### src/rtl/alarm_clock_pkg.sv
// Shared alarm-clock types: set/run mode encoding, BCD field limits and a BCD
// increment helper used by the time-of-day counter, display mux and alarm comparator.
package alarm_clock_pkg;

  typedef enum logic [1:0] {
    MODE_RUN         = 2'd0,
    MODE_SET_HOURS   = 2'd1,
    MODE_SET_MINUTES = 2'd2
  } mode_e;

  localparam logic [7:0] BCD_00 = 8'h00;
  localparam logic [7:0] BCD_01 = 8'h01;
  localparam logic [7:0] BCD_11 = 8'h11;
  localparam logic [7:0] BCD_12 = 8'h12;
  localparam logic [7:0] BCD_23 = 8'h23;
  localparam logic [7:0] BCD_59 = 8'h59;

  // Two-digit BCD increment: at limit jump to wrap_value, otherwise ones 9->0 carries into tens.
  function automatic logic [7:0] bcd_inc(input logic [7:0] value,
                                         input logic [7:0] limit,
                                         input logic [7:0] wrap_value);
    logic [7:0] result;
    if (value == limit) begin
      result = wrap_value;
    end else if (value[3:0] == 4'd9) begin
      result = {value[7:4] + 4'd1, 4'd0};
    end else begin
      result = {value[7:4], value[3:0] + 4'd1};
    end
    return result;
  endfunction

endpackage

### src/rtl/rise_detect.sv
// Single-cycle rising-edge pulse on a level synchronous to clock. History resets to 1
// so a level already high when reset releases is not mistaken for an edge.
module rise_detect (
  input  logic clock,
  input  logic reset,
  input  logic level,
  output logic pulse
);

  logic prev_reg;

  always_ff @(posedge clock or negedge reset) begin
    if (!reset) begin
      prev_reg <= 1'b1;
    end else begin
      prev_reg <= level;
    end
  end

  assign pulse = level & ~prev_reg;

endmodule

### src/rtl/time_of_day_counter.sv
// BCD HH:MM:SS time-of-day counter with a two-button set mode and field blinking.
// 24 h or 12 h (with pm flag) selected by TWELVE_HOUR.
module time_of_day_counter
  import alarm_clock_pkg::*;
#(
  parameter int TWELVE_HOUR = 0
) (
  input  logic       clock,
  input  logic       reset,
  input  logic       clock_1_second,
  input  logic       clock_quarter_second,
  input  logic       mode_btn,
  input  logic       inc_btn,
  output logic [7:0] hour_bcd,
  output logic [7:0] minute_bcd,
  output logic [7:0] second_bcd,
  output logic       pm,
  output logic [1:0] mode,
  output logic       blank_hours,
  output logic       blank_minutes,
  output logic       second_tick
);

  localparam logic [7:0] HOUR_RESET = (TWELVE_HOUR != 0) ? BCD_12 : BCD_00;
  localparam logic [7:0] HOUR_MAX   = (TWELVE_HOUR != 0) ? BCD_12 : BCD_23;
  localparam logic [7:0] HOUR_WRAP  = (TWELVE_HOUR != 0) ? BCD_01 : BCD_00;

  logic [2:0] levels;
  logic [2:0] rises;
  logic       tick_rise;
  logic       mode_rise;
  logic       inc_rise;

  assign levels = {inc_btn, mode_btn, clock_1_second};

  genvar gi;
  generate
    for (gi = 0; gi < 3; gi++) begin : g_rise
      rise_detect u_rise (
        .clock (clock),
        .reset (reset),
        .level (levels[gi]),
        .pulse (rises[gi])
      );
    end
  endgenerate

  assign tick_rise = rises[0];
  assign mode_rise = rises[1];
  assign inc_rise  = rises[2];

  mode_e mode_reg;
  mode_e mode_next;
  logic  run_active;
  logic  set_hours_active;
  logic  set_minutes_active;
  logic  clear_seconds;

  always_ff @(posedge clock or negedge reset) begin
    if (!reset) begin
      mode_reg <= MODE_RUN;
    end else begin
      mode_reg <= mode_next;
    end
  end

  always_comb begin
    mode_next = mode_reg;
    case (mode_reg)
      MODE_RUN:         if (mode_rise) mode_next = MODE_SET_HOURS;
      MODE_SET_HOURS:   if (mode_rise) mode_next = MODE_SET_MINUTES;
      MODE_SET_MINUTES: if (mode_rise) mode_next = MODE_RUN;
      default:          mode_next = MODE_RUN;
    endcase
  end

  always_comb begin
    run_active         = 1'b0;
    set_hours_active   = 1'b0;
    set_minutes_active = 1'b0;
    clear_seconds      = 1'b0;
    case (mode_reg)
      MODE_RUN:         run_active = 1'b1;
      MODE_SET_HOURS:   set_hours_active = 1'b1;
      MODE_SET_MINUTES: begin
        set_minutes_active = 1'b1;
        clear_seconds      = mode_rise;
      end
      default: ;
    endcase
  end

  logic [7:0] hour_reg, hour_next;
  logic [7:0] minute_reg, minute_next;
  logic [7:0] second_reg, second_next;
  logic       pm_reg, pm_next;
  logic       second_tick_reg, second_tick_next;
  logic       blank_hours_reg, blank_minutes_reg;
  logic [7:0] hour_inc;
  logic       pm_inc;

  // pm flips only on the 11 -> 12 step; in 24 h builds it never leaves 0.
  assign hour_inc = bcd_inc(hour_reg, HOUR_MAX, HOUR_WRAP);
  assign pm_inc   = ((TWELVE_HOUR != 0) && (hour_reg == BCD_11)) ? ~pm_reg : pm_reg;

  always_comb begin
    hour_next        = hour_reg;
    minute_next      = minute_reg;
    second_next      = second_reg;
    pm_next          = pm_reg;
    second_tick_next = 1'b0;
    if (run_active && tick_rise) begin
      second_tick_next = 1'b1;
      second_next      = bcd_inc(second_reg, BCD_59, BCD_00);
      if (second_reg == BCD_59) begin
        minute_next = bcd_inc(minute_reg, BCD_59, BCD_00);
        if (minute_reg == BCD_59) begin
          hour_next = hour_inc;
          pm_next   = pm_inc;
        end
      end
    end else if (set_hours_active && inc_rise && !mode_rise) begin
      hour_next = hour_inc;
      pm_next   = pm_inc;
    end else if (set_minutes_active && inc_rise && !mode_rise) begin
      minute_next = bcd_inc(minute_reg, BCD_59, BCD_00);
    end
    if (clear_seconds) begin
      second_next = BCD_00;
    end
  end

  always_ff @(posedge clock or negedge reset) begin
    if (!reset) begin
      hour_reg          <= HOUR_RESET;
      minute_reg        <= BCD_00;
      second_reg        <= BCD_00;
      pm_reg            <= 1'b0;
      second_tick_reg   <= 1'b0;
      blank_hours_reg   <= 1'b0;
      blank_minutes_reg <= 1'b0;
    end else begin
      hour_reg          <= hour_next;
      minute_reg        <= minute_next;
      second_reg        <= second_next;
      pm_reg            <= pm_next;
      second_tick_reg   <= second_tick_next;
      blank_hours_reg   <= set_hours_active & clock_quarter_second;
      blank_minutes_reg <= set_minutes_active & clock_quarter_second;
    end
  end

  assign hour_bcd      = hour_reg;
  assign minute_bcd    = minute_reg;
  assign second_bcd    = second_reg;
  assign pm            = pm_reg;
  assign mode          = mode_reg;
  assign blank_hours   = blank_hours_reg;
  assign blank_minutes = blank_minutes_reg;
  assign second_tick   = second_tick_reg;

endmodule
### config.mk
export PLATFORM = sky130hd
export DESIGN_NAME = time_of_day_counter
export DESIGN_NICKNAME = d
export VERILOG_FILES = /design/src/rtl/alarm_clock_pkg.sv /design/src/rtl/rise_detect.sv /design/src/rtl/time_of_day_counter.sv
export SDC_FILE = /design/constraint.sdc
export NUM_CORES = 1
export LEC_CHECK = 0
export BUFFER_PORTS_ARGS = -buffer_cell sky130_fd_sc_hd__clkbuf_2
export CORE_ASPECT_RATIO = 1.5
export CORE_MARGIN = 3
export CORE_UTILIZATION = 54
export CTS_CLUSTER_SIZE = 12
export DETAILED_ROUTE_END_ITERATION = 16
export GPL_ROUTABILITY_DRIVEN = 0
export MAX_ROUTING_LAYER = met4
export PLACE_DENSITY = 0.79
export SLEW_MARGIN = 20
export SYNTH_ARGS = -nofsm -noshare
export SYNTH_HDL_FRONTEND = slang
export SYNTH_SLANG_ARGS = --single-unit
### constraint.sdc
create_clock -name clock -period 2.4 [get_ports clock]
set_input_delay 0.24 -clock clock [delete_from_list [all_inputs] [get_ports clock]]
set_output_delay 0.24 -clock clock [all_outputs]
set_load 0.01 [all_outputs]
==> reports/qor.yml <==
status:
  outcome: "finished, final reports clean"
setup_path:
  cp_max_fo: 11
  crit_arrival_ns: 2.29
  path_class: "register to register"
  cp-start-kind: "register"
  worstPathCellList: "or4b_4 > clkinv_2 > nand3_4 > a21oi_1 > mux2_2"
  critPathCaptureType: "register"
  cp_num_buf_inv: 1
  slowest_delay_ns: 0.61
  crit_required_ns: 2.58
  cp_top_family: "simple AND/OR/NAND/NOR gates"
  cpMaxStageDelayCell: "or4b_4"
power:
  clock_power_share_pct: 23.3
  p_switching_mw: 0.6715
  p_leak_nw: 1.002
  p_per_area_nw_per_um2: 886.7
  p_comb_share_pct: 31.4
  intPower_mw: 1.157
  p_seq_share_pct: 45.4
  p_sw_share_pct: 36.73
  ir_worst_vdd_uv: 593.2
clock_tree:
  clk_latency_ns: 0.29
  cts_num_sinks: 32
  cts_resized: 0
  clock-root-buffer: "clkbuf_8"
  htreeDepth: 2
  cts_buffers: 5
  cts_setup_buffers: 0
  cts_buffer_depth: 2
  cts_hold_buf: 0
  clk_pin_slew_ns: 0.07
  tritoncts: "built"
cells_and_area:
  final.fill_count: 238
  multi_input_area_um2: 903.4
  drive_gt1_share_pct: 28.92
  area.growth.synth_to_final_pct: 16.06
  register_area_um2: 804.5
  diodes: 0
  nets: 221
die:
  core.rowCount: 24
  start_util_pct: 58.58
  io_pins: 36
  die_h_um: 76.25
  die_w_um: 52.84
  core_um2: 3033
  dieArea_um2: 4029
logic_synthesis:
  synth.cell_area_um2: 1777
  yosysUniqueCellTypes: 46
  ys_seq_area_share_pct: 45.28
  ys.flop_type: "dfrtp_1"
  netlist_instances: 165
  async_reset_ff_share_pct: 100.0
  ys_warn_count: 0
  synth_nets: 183
  synth_edf_count: 0
  synth-seq-cells: 32
  synth_area_per_cell_um2: 10.77
global_routing:
  grt_max_degree: 33
  grt_antenna_before_repair: 0
  first_global_vias: 1414
  grt_overflow_total: 0
  grt.total_usage_pct: 21.76
  grt_pass1_wl_mm: 6.382
drt:
  drt_wl_total_mm: 3.723
  viasPerCell: 5.753
  wl_per_cell_um: 15.32
  vias: 1398
  drt_iter0_drc: 36
  postRouteAntennaNets: 0
  dr.pass1.iters: 4
  drc_errors: 0
sta:
  fmax_mhz: 474.5
  slew_viol_final: 0
  fin_setup_tns_ns: 0
  rsz0062_at_grt: "no"
  min_period_over_period_pct: 87.81
  finClkSkew_ns: 0.007675
  finalSetupViolCount: 0
  hold_violations: 0
  whs_ns: 0.02129
  worst_slew_pin_slew_ns: 0.7943
  period_needed_ns: 2.107
  slew_headroom_pct: 47.04
place:
  io_buffer_count: 34
  hpwl_mm: 2.784
hold_path:
  hp-class: "input port to asynchronous set/reset pin"
flow_run:
  timing.max_cap.violations: 0
## power by group through the flow
stage	clock, mW	sequential (mW)	combinational [mW]
3_5_place_dp	0	0.835	0.580
3_3_place_gp	0	0.819	0.562
5_1_grt	0.470	0.852	0.650
4_1_cts	0.443	0.825	0.586
2_1_floorplan	0	0.865	0.318
6_report	0.425	0.829	0.573
## path summary, 6_finish.rpt
kind	to	from	slack, ns	cells after the start
max	hour_bcd[1]	mode[0]	0.29	5
min	second_bcd[7]	reset	0.02	1
max reg2reg	hour_bcd[1]	mode[0]	0.29	5
min reg2reg	hour_bcd[7]	hour_bcd[7]	0.52	1
max in group asynchronous	minute_bcd[3]	reset	1.87	1
min in group clock	g_rise[0].u_rise.prev_reg	clock_1_second	0.04	1
## worst reg2reg max path: stages (launching register included)
cell and delay, ns:
dfrtp_1 0.43, or4b_4 0.61, clkinv_2 0.17, nand3_4 0.12, a21oi_1 0.30, mux2_2 0.37
## cell usage after synthesis, types with 2 or more instances
cell | instances | area (um^2)
nand3b_1 | 4 | 30.03
o22ai_1 | 4 | 25.02
nor3_1 | 3 | 15.01
and3b_1 | 3 | 26.28
xor2_1 | 2 | 17.52
inv_1 | 10 | 37.54
o31ai_1 | 2 | 15.01
a211oi_1 | 2 | 15.01
nand3_1 | 6 | 30.03
dfrtp_1 | 29 | 725.7
nand2b_1 | 6 | 37.54
nor2_1 | 13 | 48.80
a21oi_1 | 4 | 20.02
and3_1 | 3 | 18.77
or3_1 | 5 | 31.28
o211ai_1 | 2 | 15.01
o2bb2ai_1 | 2 | 17.52
ha_1 | 12 | 150.1
dfstp_2 | 3 | 78.83
nand2_1 | 7 | 26.28
o21ai_0 | 10 | 50.05
mux2_2 | 7 | 78.83
mux2i_1 | 3 | 30.03
## metrics by stage
stage	setup WS (ns)	utilization [%]	std cells	power (mW)	instance area [um^2]
CTS	0.2974	67.99	243	1.855	2062
detailed placement	0.3181	64.93	235	1.415	1969
global placement	0.3924	64.93	235	1.381	1969
finish	0.2925	67.99	243	1.828	2062
global route	0.1420	67.99	243	1.972	2062
floorplan	0.3846	-	165	1.183	1777
## cells by family after synthesis
group / synth area share, %
simple gates: 21.20
compound gates: 13.38
flops: 45.28
buf+inv: 3.873
fa+ha+maj: 8.450
mux: 6.127
xor+xnor: 1.479
other cells: 0.2111
## metal layers
layer	wire length, um	up-vias	part of all wire (%)	GRT usage, %
met5	0	-	0	-
met4	89	0	2.4	10.23
met3	149	8	4.0	5.871
met2	2020	31	54	36.44
met1	1463	693	39	22.80
li1	-	666	-	-
## area by class of cell
class	count	area share [%]
clock inverter	2	0.4854
clock buffer	6	4.005
sequential	32	39.02
timing repair buffer	34	8.252
inverter	11	2.063
tap	39	2.367
multi-input combinational	119	43.81
## cells in the final DEF, fill, tap and decap left out, types with 2 or more instances in the layout
cell type / n
dfrtp_1: 29
nand2_1: 7
o22ai_1: 4
mux2i_1: 3
and3b_1: 3
dfstp_2: 3
o211ai_1: 2
or3_1: 5
nor3_1: 3
nor2_1: 13
nand3b_1: 4
a211oi_1: 2
and3_1: 3
clkbuf_2: 34
nand2b_1: 6
nand3_1: 6
xor2_1: 2
mux2_2: 7
a21oi_1: 4
o31ai_1: 2
clkinv_2: 3
o21ai_0: 10
inv_1: 10
clkbuf_8: 6
o2bb2ai_1: 2
ha_1: 12
Note: power is estimated with default switching activity, not from simulation.
